==> config.mk <==
export PLATFORM = sky130hd
export DESIGN_NAME = ex_branch_resolve
export DESIGN_NICKNAME = d
export VERILOG_FILES = /design/src/rtl/ex_branch_resolve.sv
export SDC_FILE = /design/constraint.sdc
export NUM_CORES = 1
export LEC_CHECK = 0
export BUFFER_PORTS_ARGS = -buffer_cell sky130_fd_sc_hd__clkbuf_2
export CAP_MARGIN = 20
export CORE_MARGIN = 1.5
export CORE_UTILIZATION = 37
export DETAILED_ROUTE_END_ITERATION = 16
export HOLD_SLACK_MARGIN = 0.06
export PLACE_DENSITY = 0.64
export SYNTH_ARGS = -nofsm -noshare
export SYNTH_HDL_FRONTEND = slang
export SYNTH_SLANG_ARGS = --single-unit
==> constraint.sdc <==
create_clock -name clk -period 3.3 [get_ports clk]
set_input_delay 0.66 -clock clk [delete_from_list [all_inputs] [get_ports clk]]
set_output_delay 0.66 -clock clk [all_outputs]
set_load 0.02 [all_outputs]
==> src/rtl/ex_branch_resolve.sv <==
// ex_branch_resolve
//   EX-stage branch resolution on the consumer side of the condition-code
//   path. Classifies the EX instruction, waits for a pending CC update when a
//   conditional branch needs it, issues a registered PC redirect and then
//   holds the IF/ID flush for a fixed window. Saturating counters record
//   resolved and taken conditional branches for performance debug.
//
// Ports
//   clk, reset           rising-edge clock, asynchronous active-high reset
//   ex_valid             EX holds a valid instruction
//   ex_opcode[3:0]       lc3b opcode of the EX instruction
//   ex_br_nzp[2:0]       nzp mask (IR[11:9]) of the EX instruction
//   ex_target[15:0]      computed target PC of the EX instruction
//   cc[2:0]              architected nzp from the CC tracker
//   cc_pending           older MEM instruction writes CC on the next edge
//   mem_stall            global memory stall, freezes this block
//   br_stall             hold EX (combinational)
//   redirect             registered one-cycle PC redirect strobe
//   redirect_pc[15:0]    registered redirect target
//   flush_if, flush_id   squash the IF / ID instructions
//   resolve_count        conditional branches resolved (saturating)
//   taken_count          conditional branches taken (saturating)

module ex_branch_resolve #(
  parameter int FLUSH_CYCLES = 2,
  parameter int CNT_WIDTH    = 16
) (
  input  logic                 clk,
  input  logic                 reset,
  input  logic                 ex_valid,
  input  logic [3:0]           ex_opcode,
  input  logic [2:0]           ex_br_nzp,
  input  logic [15:0]          ex_target,
  input  logic [2:0]           cc,
  input  logic                 cc_pending,
  input  logic                 mem_stall,
  output logic                 br_stall,
  output logic                 redirect,
  output logic [15:0]          redirect_pc,
  output logic                 flush_if,
  output logic                 flush_id,
  output logic [CNT_WIDTH-1:0] resolve_count,
  output logic [CNT_WIDTH-1:0] taken_count
);

  localparam logic [3:0] OP_BR   = 4'b0000;
  localparam logic [3:0] OP_JSR  = 4'b0100;
  localparam logic [3:0] OP_JMP  = 4'b1100;
  localparam logic [3:0] OP_TRAP = 4'b1111;

  localparam logic [2:0]           FLUSH_LOAD = 3'(FLUSH_CYCLES - 1);
  localparam logic [CNT_WIDTH-1:0] CNT_MAX    = {CNT_WIDTH{1'b1}};
  localparam logic [CNT_WIDTH-1:0] CNT_ONE    = {{(CNT_WIDTH-1){1'b0}}, 1'b1};

  typedef enum logic [1:0] {
    ST_IDLE     = 2'd0,
    ST_WAIT_CC  = 2'd1,
    ST_REDIRECT = 2'd2,
    ST_FLUSH    = 2'd3
  } state_t;

  state_t                 state_r, next_state_s;
  logic [3:0]             lat_opcode_r;
  logic [2:0]             lat_nzp_r;
  logic [15:0]            lat_target_r;
  logic [2:0]             flush_cnt_r, flush_cnt_next_s;
  logic                   redirect_r;
  logic [15:0]            redirect_pc_r, redirect_pc_next_s;
  logic                   flush_r;
  logic [CNT_WIDTH-1:0]   resolve_cnt_r, taken_cnt_r;

  logic                   is_br_s, is_cond_s, is_uncond_s;
  logic                   ex_taken_s, lat_taken_s;
  logic                   latch_en_s, inc_res_s, inc_tkn_s, br_stall_s;

  // Classify the EX instruction and evaluate the branch condition.
  always_comb begin
    is_br_s     = (ex_opcode == OP_BR);
    is_cond_s   = ex_valid && is_br_s && (ex_br_nzp != 3'b000) && (ex_br_nzp != 3'b111);
    is_uncond_s = ex_valid && ((is_br_s && (ex_br_nzp == 3'b111)) ||
                               (ex_opcode == OP_JMP) || (ex_opcode == OP_JSR) ||
                               (ex_opcode == OP_TRAP));
    ex_taken_s  = |(ex_br_nzp & cc);
    lat_taken_s = (lat_opcode_r == OP_BR) && (|(lat_nzp_r & cc));
  end

  // Next-state, stall and update-enable logic.
  always_comb begin
    next_state_s       = state_r;
    flush_cnt_next_s   = flush_cnt_r;
    redirect_pc_next_s = redirect_pc_r;
    latch_en_s         = 1'b0;
    inc_res_s          = 1'b0;
    inc_tkn_s          = 1'b0;
    br_stall_s         = 1'b0;
    case (state_r)
      ST_IDLE: begin
        if (is_cond_s) begin
          if (cc_pending) begin
            latch_en_s   = 1'b1;
            br_stall_s   = 1'b1;
            next_state_s = ST_WAIT_CC;
          end else begin
            inc_res_s = 1'b1;
            if (ex_taken_s) begin
              inc_tkn_s          = 1'b1;
              redirect_pc_next_s = ex_target;
              next_state_s       = ST_REDIRECT;
            end else begin
              next_state_s = ST_IDLE;
            end
          end
        end else if (is_uncond_s) begin
          redirect_pc_next_s = ex_target;
          next_state_s       = ST_REDIRECT;
        end else begin
          next_state_s = ST_IDLE;
        end
      end
      ST_WAIT_CC: begin
        // EX is released in the resolving cycle so the branch moves on and
        // is not seen a second time in IDLE.
        if (cc_pending) begin
          br_stall_s   = 1'b1;
          next_state_s = ST_WAIT_CC;
        end else begin
          inc_res_s = 1'b1;
          if (lat_taken_s) begin
            inc_tkn_s          = 1'b1;
            redirect_pc_next_s = lat_target_r;
            next_state_s       = ST_REDIRECT;
          end else begin
            next_state_s = ST_IDLE;
          end
        end
      end
      ST_REDIRECT: begin
        // The redirect cycle is the first cycle of the flush window.
        if (FLUSH_CYCLES > 1) begin
          flush_cnt_next_s = FLUSH_LOAD;
          next_state_s     = ST_FLUSH;
        end else begin
          flush_cnt_next_s = 3'd0;
          next_state_s     = ST_IDLE;
        end
      end
      ST_FLUSH: begin
        flush_cnt_next_s = flush_cnt_r - 3'd1;
        if (flush_cnt_r <= 3'd1) begin
          next_state_s = ST_IDLE;
        end else begin
          next_state_s = ST_FLUSH;
        end
      end
      default: begin
        next_state_s = ST_IDLE;
      end
    endcase
  end

  // State, latched fields, registered outputs and counters; mem_stall freezes all.
  always_ff @(posedge clk or posedge reset) begin
    if (reset) begin
      state_r       <= ST_IDLE;
      lat_opcode_r  <= 4'd0;
      lat_nzp_r     <= 3'd0;
      lat_target_r  <= 16'd0;
      flush_cnt_r   <= 3'd0;
      redirect_r    <= 1'b0;
      redirect_pc_r <= 16'd0;
      flush_r       <= 1'b0;
      resolve_cnt_r <= {CNT_WIDTH{1'b0}};
      taken_cnt_r   <= {CNT_WIDTH{1'b0}};
    end else if (!mem_stall) begin
      state_r       <= next_state_s;
      flush_cnt_r   <= flush_cnt_next_s;
      redirect_pc_r <= redirect_pc_next_s;
      redirect_r    <= (next_state_s == ST_REDIRECT);
      flush_r       <= (next_state_s == ST_REDIRECT) || (next_state_s == ST_FLUSH);
      if (latch_en_s) begin
        lat_opcode_r <= ex_opcode;
        lat_nzp_r    <= ex_br_nzp;
        lat_target_r <= ex_target;
      end
      if (inc_res_s && (resolve_cnt_r != CNT_MAX)) begin
        resolve_cnt_r <= resolve_cnt_r + CNT_ONE;
      end
      if (inc_tkn_s && (taken_cnt_r != CNT_MAX)) begin
        taken_cnt_r <= taken_cnt_r + CNT_ONE;
      end
    end
  end

  assign br_stall      = br_stall_s;
  assign redirect      = redirect_r;
  assign redirect_pc   = redirect_pc_r;
  assign flush_if      = flush_r;
  assign flush_id      = flush_r;
  assign resolve_count = resolve_cnt_r;
  assign taken_count   = taken_cnt_r;

endmodule

==> summary.txt, run 1 <==
Routing
  • Via count of the routed design: 2608
  • Sum of routed wire length over all layers: 7.70 mm
  • Per-cell via count in the routed design: 4.96
  • Violation count after the first detailed-routing iteration: 69
  • Final routed wire length divided by cell count: 14.6 microns
  • Number of detailed-routing iterations run before antenna repair: 5
  • Routed Antenna Nets: 0
  • Post-route DRC: 0

GRT
  • Antenna violations before repair: 0
  • Vias in the first global route: 2568
  • Total global-route track usage: 15.9%
  • Total gr overflow: 0
  • Global-route wire length before repair: around 13 mm
  • Largest net degree at the start of global routing: 30

Layout
  • Fillers: roughly 940
  • Multi-input gate area in the final layout: about 1700 sq um
  • Area occupied by registers: 1950 sq um
  • Antenna Diode Count: 0
  • Number of nets in the layout: 424
  • Share of the core filled with cells: approximately 46%
  • Ratio of cells with drive above 1 in the final layout: 42.2%
  • Finished Layout Cells: 526
  • Synth-to-Final Area Change: 21.2%

Critical path
  • Element type at the critical path end: primary output
  • Longest individual stage delay on the worst path: 0.43 ns
  • Highest-delay cell along the critical path: or3_1
  • Cell repeated most along the worst path: clkbuf_2
  • CP cell instances: clkbuf_2, or3_1, a41oi_1, nor2b_1, clkbuf_2
  • Worst Path Required: 2.64 ns
  • Worst Path Class, Setup: primary input to primary output
  • Worst r2r dst: taken_count[15]
  • R2R cell count: 7
  • Peak fanout along the critical path: 6
  • Nature of the critical path startpoint: primary input
  • Arrival time of the worst setup path: 1.87 ns
  • Slack of the worst reg-to-reg path: 1.00 ns
  • Reg2reg start: state_r[1]

Synthesis
  • Part of the Yosys area used for sequential elements: 52.8%
  • Count of mapped cells out of synthesis: 300
  • Number of flops mapped to enable cells by yosys: 0
  • Syn_nets: 335
  • Async set-or-reset flop fraction in the synthesized netlist: 100%
  • Synthesized area divided by synthesized cell count: 12.3 sq um
  • Syn. warnings: 0
  • Cell Area, Synth: 3700 sq um
  • Synthesis-stage register bit count: 78
  • Main synth FF type: dfrtp_1
  • Library cells used by synthesis: 47

STA
  • Max-slew violations: 0
  • Worst slew margin relative to its limit: 64.4%
  • Final number of setup-violating endpoints: 0
  • Unrepaired setup endpoints after global routing: false
  • Hold Fails Final Rpt: 0
  • Worst Tran Pin Value: 0.535 ns
  • Post-route worst setup slack: 0.766 ns
  • Time the final worst path needs with I/O delays and setup: 2.53 ns
  • Post-route clock period utilization: 76.8%
  • Clock skew: 0.0106 ns
  • Peak clock frequency supported by timing: 395 MHz
  • Total Neg Setup Slack: 0 ns

Clock network
  • Postcts setup bufs: 0
  • Clock latency on the worst-skew pair: roughly 0.35 ns
  • Root cell of the clock tree: clkbuf_8
  • Post-CTS sizing: 0
  • Clock-pin slew on the worst setup and hold paths: around 0.08 ns
  • Buffers from clock root to sink, at most: 2
  • CTS hold repair buffers: 0
  • Sink Count: 78
  • Number of H-tree branching levels: 3
  • CTS buffer count: 9
  • Clock tree from TritonCTS: built

Die
  • Placeable core region: 9730 sq um
  • Die width: between 100 and 150 microns
  • Die H: between 100 and 150 microns
  • IO Count: 83
  • Full die area: 10600 sq um
  • Initial standard-cell utilization of the core: 38.0%
  • # rows: 36

Placement
  • Number of cells after detailed placement: around 500
  • Post-detailed-placement half-perimeter wirelength: 5.64 mm
  • Setup WS pre-CTS: 0.348 ns
  • Count of port buffers added during placement: 82
  • Final RePlAce weighted congestion: 0.774

Run
  • MaxCap Viol Count: 0

Pwr
  • Maximum vdd ir drop: 0.337 mV
  • Sum of internal, switching and leakage power: 2.78 mW
  • Pwr dens: just over 600 nW/um^2
  • Leakage power summed over all cells: 2.27 nW

Min path
  • Worst hold path class: primary input to asynchronous set/reset pin

Run status
  • Run status: finished clean
[worst max-delay path: cells and delay by family]
kind / cells / cell delay [ns]
and+or+nand+nor: 2 / 0.52
AOI/OAI and AO/OA: 1 / 0.39
buffers and inverters: 2 / 0.30
[flip-flops by register name, indices dropped and copies added, names as in the netlist]
signal and count:
redirect 1, resolve_count 16, state_r 2, lat_opcode_r 4
lat_nzp_r 3, flush_id 1, flush_cnt_r 3, lat_target_r 16
taken_count 16, redirect_pc 16
[cells in the mapped netlist (2+ instances only)]
library cell  instances  share of area [%]
a211oi_2              2               0.68
a222oi_1              3               0.81
and2_1                4               0.68
and3_1                4               0.68
and4_1                2               0.47
buf_2                 4               0.54
clkbuf_1              4               0.41
dfrtp_1              78                 53
ha_1                  4                1.4
inv_1                 8               0.81
mux2_2               44                 13
mux2_4                9                3.7
nand2_1              21                2.1
nand2b_1              3               0.51
nand3_1              13                1.8
nand4_1              11                1.9
nor2_1               13                1.3
nor2b_1               4               0.68
nor3_1                6               0.81
nor4_1                3               0.51
o21ai_0               5               0.68
or4_1                 2               0.41
xnor2_1              17                4.0
xor2_1               13                3.1
[layout make-up]
class / instances / area share [%]
clock buffers: 12 / 3.69
well taps: 133 / 3.71
flip-flops and latches: 78 / 43.6
repair buffers: 88 / 10.3
inverters: 8 / 0.698
multi-input cells: 204 / 37.1
clock inverters: 3 / 0.949
[per-stage QoR]
stage	area, sq um	hold slack [ns]
2_1_floorplan	3700	0.444
3_3_place_gp	4260	0.461
3_5_place_dp	4260	0.465
4_1_cts	4470	0.276
5_1_grt	4480	0.302
6_report	4480	0.281
[worst max-delay path by stage]
stage | from | to | slack (ns) | cells past startpoint
after global placement | ex_br_nzp[1] | redirect_pc[8] | 0.40 | 7
after global routing | ex_br_nzp[2] | br_stall | 0.65 | 5
final | ex_br_nzp[2] | br_stall | 0.77 | 5
after CTS | ex_br_nzp[1] | redirect_pc[8] | 0.71 | 7
after detailed placement | ex_br_nzp[1] | redirect_pc[8] | 0.35 | 7
after floorplan | reset | flush_cnt_r[0] | 0.64 | 1
[power breakdown]
group	switching, mW	total, mW	internal [mW]
Clock	0.339	0.746	0.406
Combinational	0.407	0.765	0.358
Sequential	0.137	1.27	1.13
Total	0.884	2.78	1.90
[kinds of logic after synthesis]
| family | count (synthesis) | share of synthesized area [%] |
|---|---|---|
| buf+inv | 18 | 2.27 |
| compound gates | 19 | 4.20 |
| flops | 78 | 52.8 |
| simple gates | 98 | 15.2 |
| xor+xnor | 30 | 7.11 |
| fa+ha+maj | 4 | 1.35 |
| mux | 53 | 17.1 |
[per-layer routing]
layer  vias up  global-route usage [%]  wire (microns)
met5         -                       0               0
li1       1255                       -               -
met2        72                    23.0            3450
met1      1271                    22.6            3660
met3        10                    3.66             479
met4         0                    7.48             113
[cells in the final DEF (no fill, tap or decap), types with 9 or more instances in the layout]
master     n
dfrtp_1   78
clkbuf_2  82
xor2_1    13
nand4_1   11
nor2_1    13
mux2_2    44
xnor2_1   17
clkbuf_8  12
nand3_1   13
mux2_4     9
nand2_1   21
Note: power is estimated with default switching activity, not from simulation.
==> inputs of run 2 (changes only) <==
- ABC_AREA: unset -> 1
- PLACE_DENSITY: 0.64 -> 0.63
- clock period: 3.3 -> 2.6 ns (I/O delays scaled with it)
==> summary.txt, run 2 <==
Run status
  • Run status: finished clean (unchanged)

Pwr
  • Sum of internal, switching and leakage power: 4.25 mW (was 2.78 mW)
  • Switching power: 1.57 mW (was 884 uW)
  • Logic pwr share: 31.5% (was 27.5%)
  • Leakage power summed over all cells: 2.71 nW (was 2.27 nW)
  • Maximum vdd ir drop: 0.479 mV (was 0.337 mV)
  • Switching Fraction: 36.9% (was 31.8%)
  • Internal portion of total power: 2.68 mW (was 1.90 mW)
  • Pwr dens: 838 nW/um^2 (was 621 nW/um^2)
  • Sequential share of power: 38.4% (was 45.7%)
  • Clock network power share: 30.1% (was 26.8%)

Layout
  • Ratio of cells with drive above 1 in the final layout: 22.2% (was 42.2%)
  • Most frequent cells in the layout: nand2_1 (231), clkbuf_2 (82), dfrtp_1 (78) (was clkbuf_2 (82), dfrtp_1 (78), mux2_2 (44))
  • Finished Layout Cells: 767 (was 526)
  • Leading cell type in the layout, fill and taps excluded: nand2_1 (was clkbuf_2)
  • Number of nets in the layout: 658 (was 424)
  • Synth-to-Final Area Change: 19.4% (was 21.2%)
  • Antenna Diode Count: 0 (unchanged)

Clock network
  • Clock latency on the worst-skew pair: 0.34 ns (was 0.35 ns)
  • Number of H-tree branching levels: 3 (unchanged)
  • CTS buffer count: 9 (unchanged)
  • Sink Count: 78 (unchanged)
  • Buffers from clock root to sink, at most: 2 (unchanged)
  • Clock tree from TritonCTS: built (unchanged)
  • CTS hold repair buffers: 0 (unchanged)
  • Postcts setup bufs: 0 (unchanged)
  • Clock-pin slew on the worst setup and hold paths: 0.06 ns (was 0.08 ns)
  • Root cell of the clock tree: clkbuf_16 (was clkbuf_8)
  • Post-CTS sizing: 0 (unchanged)

GRT
  • Vias in the first global route: 3592 (was 2568)
  • Antenna violations before repair: 0 (unchanged)
  • Global-route wire length before repair: 16.8 mm (was 12.8 mm)
  • Largest net degree at the start of global routing: 52 (was 30)
  • Total gr overflow: 0 (unchanged)
  • Total global-route track usage: 18.0% (was 15.9%)

STA
  • Worst slew margin relative to its limit: 67.2% (was 64.4%)
  • Peak clock frequency supported by timing: 499 MHz
  • Clock skew: 0.00871 ns (was 0.0106 ns)
  • Hold Fails Final Rpt: 0 (unchanged)
  • Time the final worst path needs with I/O delays and setup: 2.01 ns
  • Max-slew violations: 0 (unchanged)
  • Post-route clock period utilization: 77.1%
  • Worst Tran Pin Value: 0.492 ns (was 0.535 ns)
  • Worst hold margin: 0.167 ns (was 0.281 ns)
  • Final number of setup-violating endpoints: 0 (unchanged)
  • Total Neg Setup Slack: 0 ns (unchanged)
  • Unrepaired setup endpoints after global routing: false (unchanged)

Critical path
  • Peak fanout along the critical path: 3 (was 6)
  • Nature of the critical path startpoint: primary input (unchanged)
  • Highest-delay cell along the critical path: clkbuf_2 (was or3_1)
  • Longest individual stage delay on the worst path: 0.16 ns (was 0.43 ns)
  • Number of buffer and inverter instances along the worst setup path: 3 (was 2)
  • Worst Path Required: 2.08 ns (was 2.64 ns)
  • Worst Path Class, Setup: primary input to primary output (unchanged)
  • CP cell instances: clkbuf_2, nor2_1, nand2_1, nor2_2, nand2_1, nand2_2, nand2_2, inv_1, clkbuf_2 (was clkbuf_2, or3_1, a41oi_1, nor2b_1, clkbuf_2)
  • Arrival time of the worst setup path: 1.49 ns (was 1.87 ns)
  • Largest delay contributor family on the critical path: simple AND/OR/NAND/NOR gates (unchanged)
  • Element type at the critical path end: primary output (unchanged)

Routing
  • Per-cell via count in the routed design: 4.81 (was 4.96)
  • Routed Antenna Nets: 0 (unchanged)
  • Final routed wire length divided by cell count: 13.0 microns (was 14.6 microns)
  • Violation count after the first detailed-routing iteration: 199 (was 69)
  • Number of detailed-routing iterations run before antenna repair: 4 (was 5)
  • Post-route DRC: 0 (unchanged)
  • Sum of routed wire length over all layers: 9.98 mm (was 7.70 mm)
  • Via count of the routed design: 3689 (was 2608)

Synthesis
  • Part of the Yosys area used for sequential elements: 46.0% (was 52.8%)
  • Cell Area, Synth: 4240 sq um (was 3700 sq um)
  • Main synth FF type: dfrtp_1 (unchanged)
  • Syn. warnings: 0 (unchanged)
  • Leading cell type by number of instances after synthesis: nand2_1 (was dfrtp_1)
  • Library cells used by synthesis: 30 (was 47)
  • Count of mapped cells out of synthesis: 542 (was 300)
  • Number of flops mapped to enable cells by yosys: 0 (unchanged)
  • Synth area leaders: dfrtp_1 (46%), nand2_1 (20%), nand3_1 (4.6%) (was dfrtp_1 (53%), mux2_2 (13%), xnor2_1 (4.0%))
  • Synthesis-stage register bit count: 78 (unchanged)
  • List of most frequent post-synthesis cells: nand2_1 (231), dfrtp_1 (78), nor2_1 (43) (was dfrtp_1 (78), mux2_2 (44), nand2_1 (21))
  • Dominant cell type by area after synthesis: dfrtp_1 (unchanged)
  • Top-area cell type share of the netlist area: 46.0% (was 52.8%)
  • Async set-or-reset flop fraction in the synthesized netlist: 100% (unchanged)
  • Synthesized area divided by synthesized cell count: 7.83 sq um (was 12.3 sq um)
  • Syn_nets: 577 (was 335)

Die
  • Initial standard-cell utilization of the core: 38.5% (was 38.0%)
  • Full die area: 12100 sq um (was 10600 sq um)
  • # rows: 38 (was 36)
  • Die H: 110 microns (was 103 microns)
  • Placeable core region: 11000 sq um (was 9730 sq um)
  • IO Count: 83 (unchanged)
  • Die width: 110 microns (was 103 microns)

Placement
  • Post-detailed-placement half-perimeter wirelength: 7.13 mm (was 5.64 mm)
  • Number of cells after detailed placement: 752 (was 510)
  • Final RePlAce weighted congestion: 0.861 (was 0.774)
  • Count of port buffers added during placement: 82 (unchanged)

Run
  • MaxCap Viol Count: 0 (unchanged)

Min path
  • Worst hold path class: primary input to asynchronous set/reset pin (unchanged)
-- run 2: cell types whose count changed after synthesis, sizes merged, moves of 4 or more --
cell / before / now
mux2: 53 / 16
nor2: 13 / 48
and2: 4 / 0
and3: 4 / 0
inv: 8 / 36
xnor2: 17 / 11
nor2b: 4 / 0
nand3: 13 / 41
nand4: 11 / 19
nand2: 21 / 238
buf: 6 / 13
-- run 2: layer usage --
metal  track usage (%)  vias up  routed length, microns
met5                 0        -                       0
met4              7.60        0                      91
met3              4.35       11                     457
met2              28.6       87                    4730
met1              23.4     1709                    4710
li1                  -     1882                       -
-- run 2: power groups by stage --
| stage | registers, mW | logic, mW | clock network (mW) |
|---|---|---|---|
| after detailed placement | 1.65 | 1.34 | 0 |
| after global routing | 1.66 | 1.50 | 1.37 |
| after CTS | 1.64 | 1.35 | 1.33 |
| final | 1.63 | 1.34 | 1.28 |
| after floorplan | 1.80 | 0.822 | 0 |
| after global placement | 1.65 | 1.32 | 0 |
-- run 2: worst reg2reg max path, stage by stage, from the launching register on --
cell and delay (ns):
dfrtp_1 0.46, ha_1 0.25, inv_1 0.08, nor2_2 0.17, nand3_1 0.23, nor2_1 0.18, nor2_1 0.07, nand2_2 0.26
nand2_1 0.10, nand2_1 0.08
-- run 2: path summary, 6_finish.rpt --
kind / from / endpoint / slack, ns / cells past startpoint
max: ex_opcode[3] / br_stall / 0.59 / 9
min: reset / taken_count[1] / 0.17 / 2
max reg2reg: resolve_count[0] / resolve_count[2] / 0.67 / 9
min reg2reg: redirect_pc[5] / redirect_pc[5] / 0.48 / 2
max in group asynchronous: reset / resolve_count[4] / 1.81 / 3
min in group clk: ex_target[2] / lat_target_r[2] / 0.39 / 3
-- run 2: cell type report --
type | instances | area (sq um)
clock buffers | 10 | 239
clock inverters | 5 | 58.8
fillers | 1062 | 5960
inverters | 36 | 136
multi-input cells | 412 | 2050
flip-flops and latches | 78 | 1950
well taps | 140 | 175
repair buffers | 86 | 453
-- run 2: cell families (layout without fill, tap and decap cells) --
logic type      count (synthesis)  in the layout  share of synthesized area [%]
xor+xnor                       27             27                           5.57
simple gates                  354            354                           35.6
compound gates                 11             11                           1.71
buf+inv                        52            137                           5.66
flops                          78             78                           46.0
fa+ha+maj                       4              4                           1.18
mux                            16             16                           4.25
-- run 2: through the flow --
| stage | instance area [sq um] | utilization (%) | setup slack, ns |
|---|---|---|---|
| floorplan | 4240 | - | 0.0850 |
| global placement | 4770 | 43.2 | 0.619 |
| detailed placement | 4770 | 43.2 | 0.587 |
| CTS | 5070 | 45.9 | 0.612 |
| global route | 5070 | 45.9 | 0.434 |
| finish | 5070 | 45.9 | 0.594 |
==> inputs of run 3 (changes only) <==
- ABC_AREA: 1 -> 0
- PLACE_DENSITY: 0.63 -> 0.64
- clock period: 2.6 -> 2 ns (I/O delays scaled with it)
==> summary.txt, run 3 (same netlist as run 1, synthesis figures left out) <==
Run status
  • Run status: finished with violations (was finished clean)
  • Violated checks: setup timing

Clock network
  • Buffers from clock root to sink, at most: 2 (unchanged)
  • Number of H-tree branching levels: 3 (unchanged)
  • CTS hold repair buffers: 0 (unchanged)
  • Clock tree from TritonCTS: built (unchanged)
  • Root cell of the clock tree: clkbuf_8 (was clkbuf_16)
  • CTS buffer count: 9 (unchanged)
  • Clock-pin slew on the worst setup and hold paths: 0.08 ns (was 0.06 ns)
  • Sink Count: 78 (unchanged)
  • Clock latency on the worst-skew pair: 0.35 ns (was 0.34 ns)

Pwr
  • Leakage power summed over all cells: 2.47 nW (was 2.71 nW)
  • Pwr dens: 988 nW/um^2 (was 838 nW/um^2)
  • Maximum vdd ir drop: 0.542 mV (was 0.479 mV)

GRT
  • Total gr overflow: 0 (unchanged)
  • Largest net degree at the start of global routing: 36 (was 52)
  • Vias in the first global route: 2751 (was 3592)
  • Global-route wire length before repair: 13.0 mm (was 16.8 mm)
  • Antenna violations before repair: 0 (unchanged)
  • Total global-route track usage: 16.1% (was 18.0%)

Routing
  • Final routed wire length divided by cell count: 14.1 microns (was 13.0 microns)
  • Routed Antenna Nets: 0 (unchanged)
  • Sum of routed wire length over all layers: 7.89 mm (was 9.98 mm)
  • Violation count after the first detailed-routing iteration: 142 (was 199)
  • Per-cell via count in the routed design: 4.87 (was 4.81)
  • Via count of the routed design: 2716 (was 3689)
  • Number of detailed-routing iterations run before antenna repair: 4 (unchanged)
  • Post-route DRC: 0 (unchanged)

Layout
  • Number of nets in the layout: 455 (was 658)
  • Synth-to-Final Area Change: 30.6% (was 19.4%)
  • Finished Layout Cells: 558 (was 767)
  • Leading cell type in the layout, fill and taps excluded: clkbuf_2 (was nand2_1)
  • Share of the core filled with cells: 49.6% (was 45.9%)
  • Ratio of cells with drive above 1 in the final layout: 48.5% (was 22.2%)
  • Most frequent cells in the layout: clkbuf_2 (81), dfrtp_1 (76), mux2_2 (44) (was nand2_1 (231), clkbuf_2 (82), dfrtp_1 (78))
  • Antenna Diode Count: 0 (unchanged)

Die
  • Placeable core region: 9730 sq um (was 11000 sq um)
  • IO Count: 83 (unchanged)
  • # rows: 36 (was 38)
  • Full die area: 10600 sq um (was 12100 sq um)
  • Die H: 103 microns (was 110 microns)
  • Die width: 103 microns (was 110 microns)
  • Initial standard-cell utilization of the core: 38.0% (was 38.5%)

Critical path
  • Worst Path Required: 2.26 ns (was 2.08 ns)
  • Nature of the critical path startpoint: register (was primary input)
  • Highest-delay cell along the critical path: or4_4 (was clkbuf_2)
  • Longest individual stage delay on the worst path: 0.56 ns (was 0.16 ns)
  • Number of buffer and inverter instances along the worst setup path: 1 (was 3)
  • Peak fanout along the critical path: 6 (was 3)
  • Largest delay contributor family on the critical path: simple AND/OR/NAND/NOR gates (unchanged)
  • Element type at the critical path end: register (was primary output)
  • Worst setup path start: lat_opcode_r[3] (was ex_opcode[3])
  • CP cell instances: or4_4, nor3_4, a21oi_2, nor4b_4, buf_4, nand3_1, xnor2_1 (was clkbuf_2, nor2_1, nand2_1, nor2_2, nand2_1, nand2_2, nand2_2, inv_1, clkbuf_2)
  • Reg2reg start: lat_opcode_r[3] (was resolve_count[0])
  • Worst Path Class, Setup: register to register (was primary input to primary output)
  • Arrival time of the worst setup path: 2.37 ns (was 1.49 ns)

Run
  • MaxCap Viol Count: 0 (unchanged)

Placement
  • Post-detailed-placement half-perimeter wirelength: 5.74 mm (was 7.13 mm)
  • Setup WS pre-CTS: -0.250 ns (was 0.587 ns)
  • Final RePlAce weighted congestion: 0.788 (was 0.861)
  • Number of cells after detailed placement: 541 (was 752)
  • Count of port buffers added during placement: 82 (unchanged)

Min path
  • Worst hold path class: primary input to asynchronous set/reset pin (unchanged)

STA
  • Worst hold margin: 0.0822 ns (was 0.167 ns)
  • Peak clock frequency supported by timing: about 470 MHz
  • Unrepaired setup endpoints after global routing: true (was false)
  • Post-route worst setup slack: -0.111 ns (was 0.594 ns)
  • Final number of setup-violating endpoints: 5 (was 0)
  • Post-route clock period utilization: 106%
  • Max-slew violations: 0 (unchanged)
  • Hold Fails Final Rpt: 0 (unchanged)
  • Worst Tran Pin Value: 0.560 ns (was 0.492 ns)
  • Clock skew: 0.00742 ns (was 0.00871 ns)
  • Worst slew margin relative to its limit: 62.6% (was 67.2%)
  • Time the final worst path needs with I/O delays and setup: roughly 2.1 ns
run 3: final cells by class:
type | instances | area, sq um
clock buffer | 12 | 145
clock inverter | 4 | 70.1
fill | 933 | 4900
inverter | 8 | 33.8
multi-input combinational | 204 | 1720
sequential | 78 | 1950
tap | 133 | 166
timing repair buffer | 119 | 738
run 3: final timing paths:
check	to	slack, ns	cells past startpoint
max	taken_count[8]	-0.11	7
min	resolve_count[1]	0.08	2
max reg2reg	taken_count[8]	-0.11	7
min reg2reg	lat_opcode_r[1]	0.49	1
max in group asynchronous	taken_count[0]	1.34	3
min in group clk	lat_target_r[5]	0.30	2
run 3: power breakdown:
part | switching [mW] | total, mW | internal [mW] | leakage (nW)
clock network | 0.558 | 1.29 | 0.734 | 0.110
registers | 0.195 | 2.07 | 1.87 | 1.04
logic | 0.735 | 1.41 | 0.673 | 1.32
total | 1.49 | 4.77 | 3.28 | 2.47
run 3: metrics by stage:
step,TNS (ns),total power [mW],cell area (sq um)
floorplan,-0.745,3.00,3720
global placement,-5.54,3.45,4560
detailed placement,-7.64,3.51,4560
CTS,-0.126,4.83,4800
global route,-1.30,5.05,4830
finish,-0.213,4.77,4830
run 3: repair_timing:
item	in CTS	in global routing
endpoints found under the setup margin	15	14
pin swaps	2	1
resized for setup	5	4
setup buffers	0	1
run 3: worst register-to-register path, stage by stage, from the launching register on:
cell and delay, ns:
dfrtp_1 0.37, or4_4 0.56, nor3_4 0.14, a21oi_2 0.10, nor4b_4 0.36, buf_4 0.18, nand3_1 0.10, xnor2_1 0.20
run 3: routing by layer:
metal / routed length [microns] / global-route usage (%) / vias up
li1: - / - / 1317
met2: 3750 / 25.3 / 61
met4: 177 / 7.17 / 0
met1: 3550 / 21.3 / 1324
met5: 0 / 0 / -
met3: 414 / 3.66 / 14
